===== config.mk =====
export PLATFORM = sky130hd
export DESIGN_NAME = imem_arbiter
export DESIGN_NICKNAME = d
export VERILOG_FILES = /design/src/rtl/imem_arbiter.sv
export SDC_FILE = /design/constraint.sdc
export NUM_CORES = 1
export LEC_CHECK = 0
export CAP_MARGIN = 20
export CORE_MARGIN = 5
export CORE_UTILIZATION = 32
export DETAILED_ROUTE_END_ITERATION = 6
export GPL_ROUTABILITY_DRIVEN = 0
export PLACE_DENSITY = 0.85
export SETUP_SLACK_MARGIN = 0.5
export SLEW_MARGIN = 5
export SYNTH_ARGS = -nofsm -noshare
export SYNTH_HDL_FRONTEND = slang
export SYNTH_SLANG_ARGS = --single-unit

===== constraint.sdc =====
create_clock -name clk -period 1.7 [get_ports clk]
set_input_delay 0.34 -clock clk [delete_from_list [all_inputs] [get_ports clk]]
set_output_delay 0.34 -clock clk [all_outputs]
set_load 0.05 [all_outputs]

===== src/rtl/imem_arbiter.sv =====
// Instruction-memory port arbiter: fetch reads in RUN, loader writes in LOAD,
// with a one-cycle drain on the way in and a CPU restart pulse on the way out.
module imem_arbiter #(
    parameter int ADDR_W  = 14,
    parameter int TIMEOUT = 50000000,
    parameter int CNT_W   = 26
) (
    input  logic              clk,
    input  logic              rst,
    input  logic              fetch_req,
    input  logic [ADDR_W-1:0] fetch_addr,
    output logic              fetch_valid,
    output logic [31:0]       fetch_data,
    output logic              fetch_stall,
    input  logic              ld_req,
    input  logic              ld_wr,
    input  logic [ADDR_W-1:0] ld_addr,
    input  logic [31:0]       ld_data,
    input  logic              ld_done,
    output logic              ld_grant,
    output logic              ld_ack,
    output logic              ld_err,
    output logic [ADDR_W:0]   ld_count,
    output logic              cpu_hold,
    output logic              cpu_restart,
    output logic              mem_en,
    output logic              mem_we,
    output logic [ADDR_W-1:0] mem_addr,
    output logic [31:0]       mem_wdata,
    input  logic [31:0]       mem_rdata
);

    typedef enum logic [1:0] {
        S_RUN     = 2'd0,
        S_DRAIN   = 2'd1,
        S_LOAD    = 2'd2,
        S_RESTART = 2'd3
    } state_t;

    localparam logic [ADDR_W:0]  COUNT_MAX  = {1'b1, {ADDR_W{1'b0}}};
    localparam logic [ADDR_W:0]  COUNT_ONE  = {{ADDR_W{1'b0}}, 1'b1};
    localparam logic [CNT_W-1:0] TIMER_LAST = CNT_W'(TIMEOUT - 1);
    localparam logic [CNT_W-1:0] TIMER_ONE  = {{(CNT_W-1){1'b0}}, 1'b1};

    state_t           state;
    state_t           state_next;
    logic             pend;
    logic [CNT_W-1:0] timer;
    logic             timeout_hit;

    // A write in the final idle slot re-arms the timer instead of aborting.
    assign timeout_hit = (timer == TIMER_LAST) && !ld_wr;

    assign fetch_valid = pend;
    assign fetch_data  = mem_rdata;

    always_ff @(posedge clk) begin
        if (rst) begin
            state <= S_RUN;
        end else begin
            state <= state_next;
        end
    end

    always_comb begin
        state_next = state;
        case (state)
            S_RUN:     if (ld_req) state_next = S_DRAIN;
            S_DRAIN:   state_next = ld_req ? S_LOAD : S_RUN;
            S_LOAD:    if (ld_done || timeout_hit) state_next = S_RESTART;
            S_RESTART: state_next = S_RUN;
            default:   state_next = S_RUN;
        endcase
    end

    always_comb begin
        fetch_stall = 1'b1;
        cpu_hold    = 1'b1;
        ld_grant    = 1'b0;
        cpu_restart = 1'b0;
        mem_en      = 1'b0;
        mem_we      = 1'b0;
        mem_addr    = '0;
        mem_wdata   = '0;
        case (state)
            S_RUN: begin
                fetch_stall = 1'b0;
                cpu_hold    = 1'b0;
                mem_en      = fetch_req;
                mem_addr    = fetch_addr;
            end
            S_LOAD: begin
                ld_grant  = 1'b1;
                mem_en    = ld_wr;
                mem_we    = ld_wr;
                mem_addr  = ld_addr;
                mem_wdata = ld_data;
            end
            S_RESTART: cpu_restart = 1'b1;
            default: ;
        endcase
    end

    always_ff @(posedge clk) begin
        if (rst) begin
            pend     <= 1'b0;
            ld_ack   <= 1'b0;
            ld_err   <= 1'b0;
            ld_count <= '0;
            timer    <= '0;
        end else begin
            pend   <= mem_en & ~mem_we;
            ld_ack <= (state == S_LOAD) & ld_wr;
            // Session bookkeeping restarts on the DRAIN->LOAD edge.
            if (state == S_DRAIN && ld_req) begin
                ld_count <= '0;
                ld_err   <= 1'b0;
                timer    <= '0;
            end else if (state == S_LOAD) begin
                if (ld_wr) begin
                    timer <= '0;
                    if (ld_count != COUNT_MAX) ld_count <= ld_count + COUNT_ONE;
                end else begin
                    timer <= timer + TIMER_ONE;
                    if (timeout_hit && !ld_done) ld_err <= 1'b1;
                end
            end
        end
    end

endmodule


==> results of run 1 <==
[timing repair]
item	CTS	global route
buffers inserted	59	23
gates cloned	8	0
pin swaps	37	27
endpoints found under the setup margin	112	114
resized for setup	173	80
[layer usage]
metal	wire length, um	GRT usage	vias to the layer above
li1	-	-	1699
met1	6190	0.275	2021
met2	10200	0.520	396
met3	1590	0.0562	183
met4	2160	0.181	0
met5	0	0	-
[power by group]
part / internal, mW / switching (mW)
clock network: 0.443 / 0.471
registers: 1.06 / 0.00979
logic: 0.690 / 0.642
total: 2.19 / 1.12
[logic make-up after synthesis]
| group | synth area share |
|---|---|
| AO/OA/AOI/OAI | 0.112 |
| XOR/XNOR | 0.0422 |
| adder cells (fa/ha/maj) | 0.0129 |
| buffers and inverters | 0.127 |
| flip-flops | 0.317 |
| multiplexers | 0.0482 |
| AND/OR/NAND/NOR | 0.341 |
[worst max-delay path, stage by stage, from the launching register on]
cell and delay [ps]:
dfxtp_4 380, buf_6 110, nand3b_1 160, buf_4 210, buf_12 140, buf_6 120
nor4_4 320, buf_4 200, nand3b_1 100, a21oi_1 160
[sequential cells by signal, summed over array words and instances (netlist names), named ones only]
| name | flops |
|---|---|
| ld_ack | 1 |
| state | 1 |
| ld_count | 15 |
| timer | 26 |
| fetch_valid | 1 |
| ld_err | 1 |
[layout make-up]
cell class                 instances  area [sq um]
tap                              108           135
clock inverter                     3          43.8
fill                             370          1600
clock buffer                       5          68.8
inverter                          10          66.3
multi-input combinational        256          2570
timing repair buffer             257          3320
sequential                        46          1010
[cells in the mapped netlist]
cell type and n:
a22o_1 1, and4_1 6, or3_1 8, dfxtp_1 46
a21oi_1 26, nor2_1 36, or4_1 11, a21bo_2 1
o31ai_1 11, buf_1 1, o31a_1 1, and3b_1 1
buf_2 6, or4_4 1, buf_4 34, or2_2 1
o41ai_1 3, and4b_1 3, nor4b_1 2, a211o_1 1
o21ai_0 10, nand4_2 1, nor3_1 3, nand3_1 14
nand2b_1 1, nand4_1 16, ha_1 3, nand2_1 17
mux2i_1 14, inv_1 10, and3_1 4, nor4_1 5
or4b_1 3, clkbuf_1 11, xnor2_1 1, nand3b_1 4
xor2_1 13, and2_1 34
[final timing paths]
check / endpoint / slack (ps) / cells past startpoint
min: timer[22]$_SDFFE_PP0N_ / 520 / 2
max: ld_count[11]$_SDFFE_PP0P_ / -280 / 9
max reg2reg: ld_count[11]$_SDFFE_PP0P_ / -280 / 9
min reg2reg: timer[22]$_SDFFE_PP0N_ / 520 / 2
==> results_dict.tcl, run 1 <==
set metrics [dict create \
    holdWs_ps 524 \
    cts_made_buffers 5 \
    final_common_cell "clkdlybuf4s50_1" \
    die_h_um 105 \
    final_hold_viol_count 0 \
    cts_tree "yes" \
    cp.arrival_ps 2220 \
    grt_util_all_layers 0.277 \
    rsz0062_at_grt "yes" \
    wl_per_cell_um 29.4 \
    min_period_over_period 1.16 \
    syn_inst 364 \
    synth_top_cell_by_area "dfxtp_1" \
    fin_tns_setup_ps -11200 \
    wl_mm 20.1 \
    firstDrtPassIters 5 \
    dieArea_sq_um 11100 \
    rows 34 \
    worst_ep_required_time_ps 1940 \
    avgSynthCellArea_sq_um 7.98 \
    die_w_um 105 \
    drive_gt1_frac 0.678 \
    drtIter0Drc 462 \
    worstMarginPinSlew_ps 562 \
    hold_class "register to register" \
    fmax_ghz 0.505 \
    yosys_warnings 0 \
    power.density_nw_per_um2 460 \
    ir_drop_mv 0.330 \
    relSlewSlack 0.622 \
    final_util 0.818 \
    place_area_sq_um 5100 \
    clock-sinks 46 \
    post-route-drc-count 0 \
    clkTransAtPathRegs_ps 110 \
    antenna_found_initial 0 \
    dp_cells 587 \
    mostFrequentLayoutCells "64 x clkdlybuf4s50_1, 59 x buf_4, 58 x buf_12, 43 x buf_6, 33 x and2_4" \
    ys_seq_area_frac 0.317 \
    maxCapViolCount 0 \
    drv_slew 0 \
    syn-cell-area_sq_um 2910 \
    final_cells 685 \
    finalSetupViolations 91 \
    p_total_mw 3.31 \
    yosysTopAreaCellShare 0.317 \
    synth_area_leaders "dfxtp_1 32%, buf_4 8.8%, and2_1 7.3%" \
    dp_hpwl_mm 8.35 \
    place_ws_ps -504 \
    worstSetupStartpointType "register" \
    p_leak_nw 2.71 \
    fin_worst_skew_ps 26.2 \
    path_max_fanout 7 \
    fin_ws_ps -278 \
    worstSetupPathType "register to register" \
    fp.coreArea_sq_um 8810 \
    crit_path_end_kind "register" \
    cts-hold-fix-buffers 0 \
    cts_root_buf "clkbuf_8" \
    gr-total-overflow 0 \
    fin_crit_ps 1980 \
    antenna_left 0 \
    outcome "finished with violations" \
    ys_types 38 \
    final_cell_area_sq_um 7210 \
    synth-seq-cells 46 \
    violations "setup timing" \
    via_per_inst 6.28 \
    htreeDepth 2 \
    start_util 0.330 \
    clockBufferDepth 2 \
    nets 677 \
    area_delta_synth_final_pct 148 \
    grt_pass1_wl_mm 24.1 \
    port_buffers 135 \
    grt_start_max_net_pins 16 \
    grt_pass1_vias 4169 \
    clkLatencyLatePin_ps 330 \
    min_from "timer[22]$_SDFFE_PP0N_" \
    dr_total_vias 4299 \
    num_antenna_cells 0 \
    syn-num-nets 465 \
    boundaryPins 200 \
]
No activity file was read; power rests on OpenSTA's default activity.
==> run 2, diff against run 1 <==
Settings changed: CTS_CLUSTER_DIAMETER from default to 50.
==> results of run 2 <==
The final DEF is identical to that of run 1; final timing and power are the same.
==> run 3, diff against run 2 <==
Clock period 1.7 ns to 1.8 ns, I/O delays scaled along.
==> run 3 against run 2 <==
The flow still finishes with violations (setup timing); hold slack better by 4.2 ps; critical path depth down 4; critical path type unchanged; setup slack better by 170 ps; final area down 7.7%; highest routed layer unchanged; sequential power down 6%; via count down 9.3%; count of clock-buffer cells in the layout unchanged; register-to-register slack better by 170 ps; power down 13%; fmax up 3.9%; die area unchanged.
==> results_dict.tcl, run 3 (synthesis results as in run 1) <==
set metrics [dict create \
    outcome "finished with violations" \
    violations "setup timing" \
    hold_class "register to register" \
    fin_ws_ps -104 \
    relSlewSlack 0.576 \
    cts_root_buf "clkbuf_8" \
    drive_gt1_frac 0.670 \
    dr_total_vias 3901 \
    final_cell_area_sq_um 6650 \
    die_w_um 105 \
    drtIter0Drc 378 \
    mostFrequentLayoutCells "64 x clkdlybuf4s50_1, 51 x buf_4, 41 x buf_12, 33 x and2_4, 31 x nor2_4" \
    ir_drop_mv 0.347 \
    antenna_found_initial 0 \
    top_register "timer" \
    die_h_um 105 \
    clockBufferDepth 2 \
    p_leak_nw 2.47 \
    via_per_inst 6.03 \
    nets 639 \
    cp.arrival_ps 2120 \
    path_cells "ha_4, nand3b_1, nor4_4, or4b_1, a21oi_1" \
    clkTransAtPathRegs_ps 100 \
    power.density_nw_per_um2 433 \
    final_common_cell "clkdlybuf4s50_1" \
    rows 34 \
    worstSetupPathType "register to register" \
    cts_made_buffers 5 \
    start_util 0.330 \
    num_antenna_cells 0 \
    clock-sinks 46 \
    wl_mm 16.6 \
    dieArea_sq_um 11100 \
    antenna_left 0 \
    reg_top3 "timer (26), ld_count (15)" \
    rsz0062_at_grt "yes" \
    cts-hold-fix-buffers 0 \
    fp.coreArea_sq_um 8810 \
    worst_ep_required_time_ps 2020 \
    grt_pass1_vias 3774 \
    cts_tree "yes" \
    htreeDepth 2 \
    grt_util_all_layers 0.231 \
    fin_worst_skew_ps 35.6 \
    worstMarginPinSlew_ps 628 \
    path_max_fanout 4 \
    dp_hpwl_mm 7.43 \
    maxCapViolCount 0 \
    fmax_ghz 0.525 \
    fin_tns_setup_ps -3060 \
    post-route-drc-count 0 \
    min_period_over_period 1.06 \
    cpPeakStageDelay_ps 480 \
    fin_crit_ps 1900 \
    firstDrtPassIters 6 \
    grt_pass1_wl_mm 20.7 \
    crit_path_end_kind "register" \
    p_total_mw 2.88 \
    gr-total-overflow 0 \
    largest_reg_flops 26 \
    boundaryPins 200 \
    clkLatencyLatePin_ps 330 \
    grt_start_max_net_pins 22 \
    crit_slowest_cell "or4b_1" \
    nFillCells 441 \
    drv_slew 0 \
    worstSetupStartpointType "register" \
    finalSetupViolations 55 \
    area_delta_synth_final_pct 129 \
    place_area_sq_um 4860 \
    port_buffers 135 \
    wl_per_cell_um 25.6 \
    final_hold_viol_count 0 \
]
## run 3: changes by cell type in the layout (fill, tap and decap cells not counted), sizes merged
cell and delta:
and4 +1, buf -47, bufinv -1, clkbuf +5, inv +3, nand4 +1
## run 3: through the flow
stage | instances | setup slack (ps) | utilization | hold WS (ps)
global placement | 574 | -350 | 0.552 | 459
finish | 647 | -104 | 0.755 | 528
global route | 647 | -148 | 0.755 | 539
floorplan | 364 | 115 | - | 425
CTS | 619 | -13.3 | 0.665 | 486
detailed placement | 574 | -433 | 0.552 | 472
## run 3: report_power, final
part           leakage [nW]  internal, mW  switching (mW)
clock                0.0484         0.276           0.432
combinational          2.03         0.597           0.561
sequential            0.394          1.00          0.0121
## run 3: area by class of cell
class,count,area [sq um],share of cell area
clock buffer,5,68.8,0.0103
inverter,10,61.3,0.00922
sequential,46,1000,0.151
timing repair inverter,2,20.0,0.00301
multi-input combinational,258,2630,0.396
clock inverter,3,20.0,0.00301
tap,108,135,0.0203
timing repair buffer,215,2710,0.407
## run 3: worst paths after layout
kind                           from                endpoint  slack, ps  cells past startpoint
max reg2reg   timer[0]$_SDFFE_PP0N_  timer[24]$_SDFFE_PP0N_       -100                      5
min reg2reg  timer[16]$_SDFFE_PP0N_  timer[16]$_SDFFE_PP0N_        530                      2
min          timer[16]$_SDFFE_PP0N_  timer[16]$_SDFFE_PP0N_        530                      2
max           timer[0]$_SDFFE_PP0N_  timer[24]$_SDFFE_PP0N_       -100                      5
## run 3: what timing repair did
| action | in CTS | in global routing |
|---|---|---|
| gates cloned | 6 | 6 |
| resized for setup | 129 | 113 |
| setup buffers | 31 | 22 |
| setup endpoints to repair | 98 | 104 |
| pin swaps | 19 | 43 |
## run 3: metal layers
metal,global-route usage,part of all wire,up-vias
li1,-,-,1639
met1,0.242,0.32,1831
met2,0.435,0.52,309
met3,0.0452,0.070,122
met4,0.116,0.082,0
met5,0,0,-
## run 3: critical path, delay by kind of cell (launching register included)
| family | cells | cell delay, ps |
|---|---|---|
| compound gates | 1 | 230 |
| fa+ha+maj | 1 | 170 |
| flops | 1 | 410 |
| simple gates | 3 | 990 |
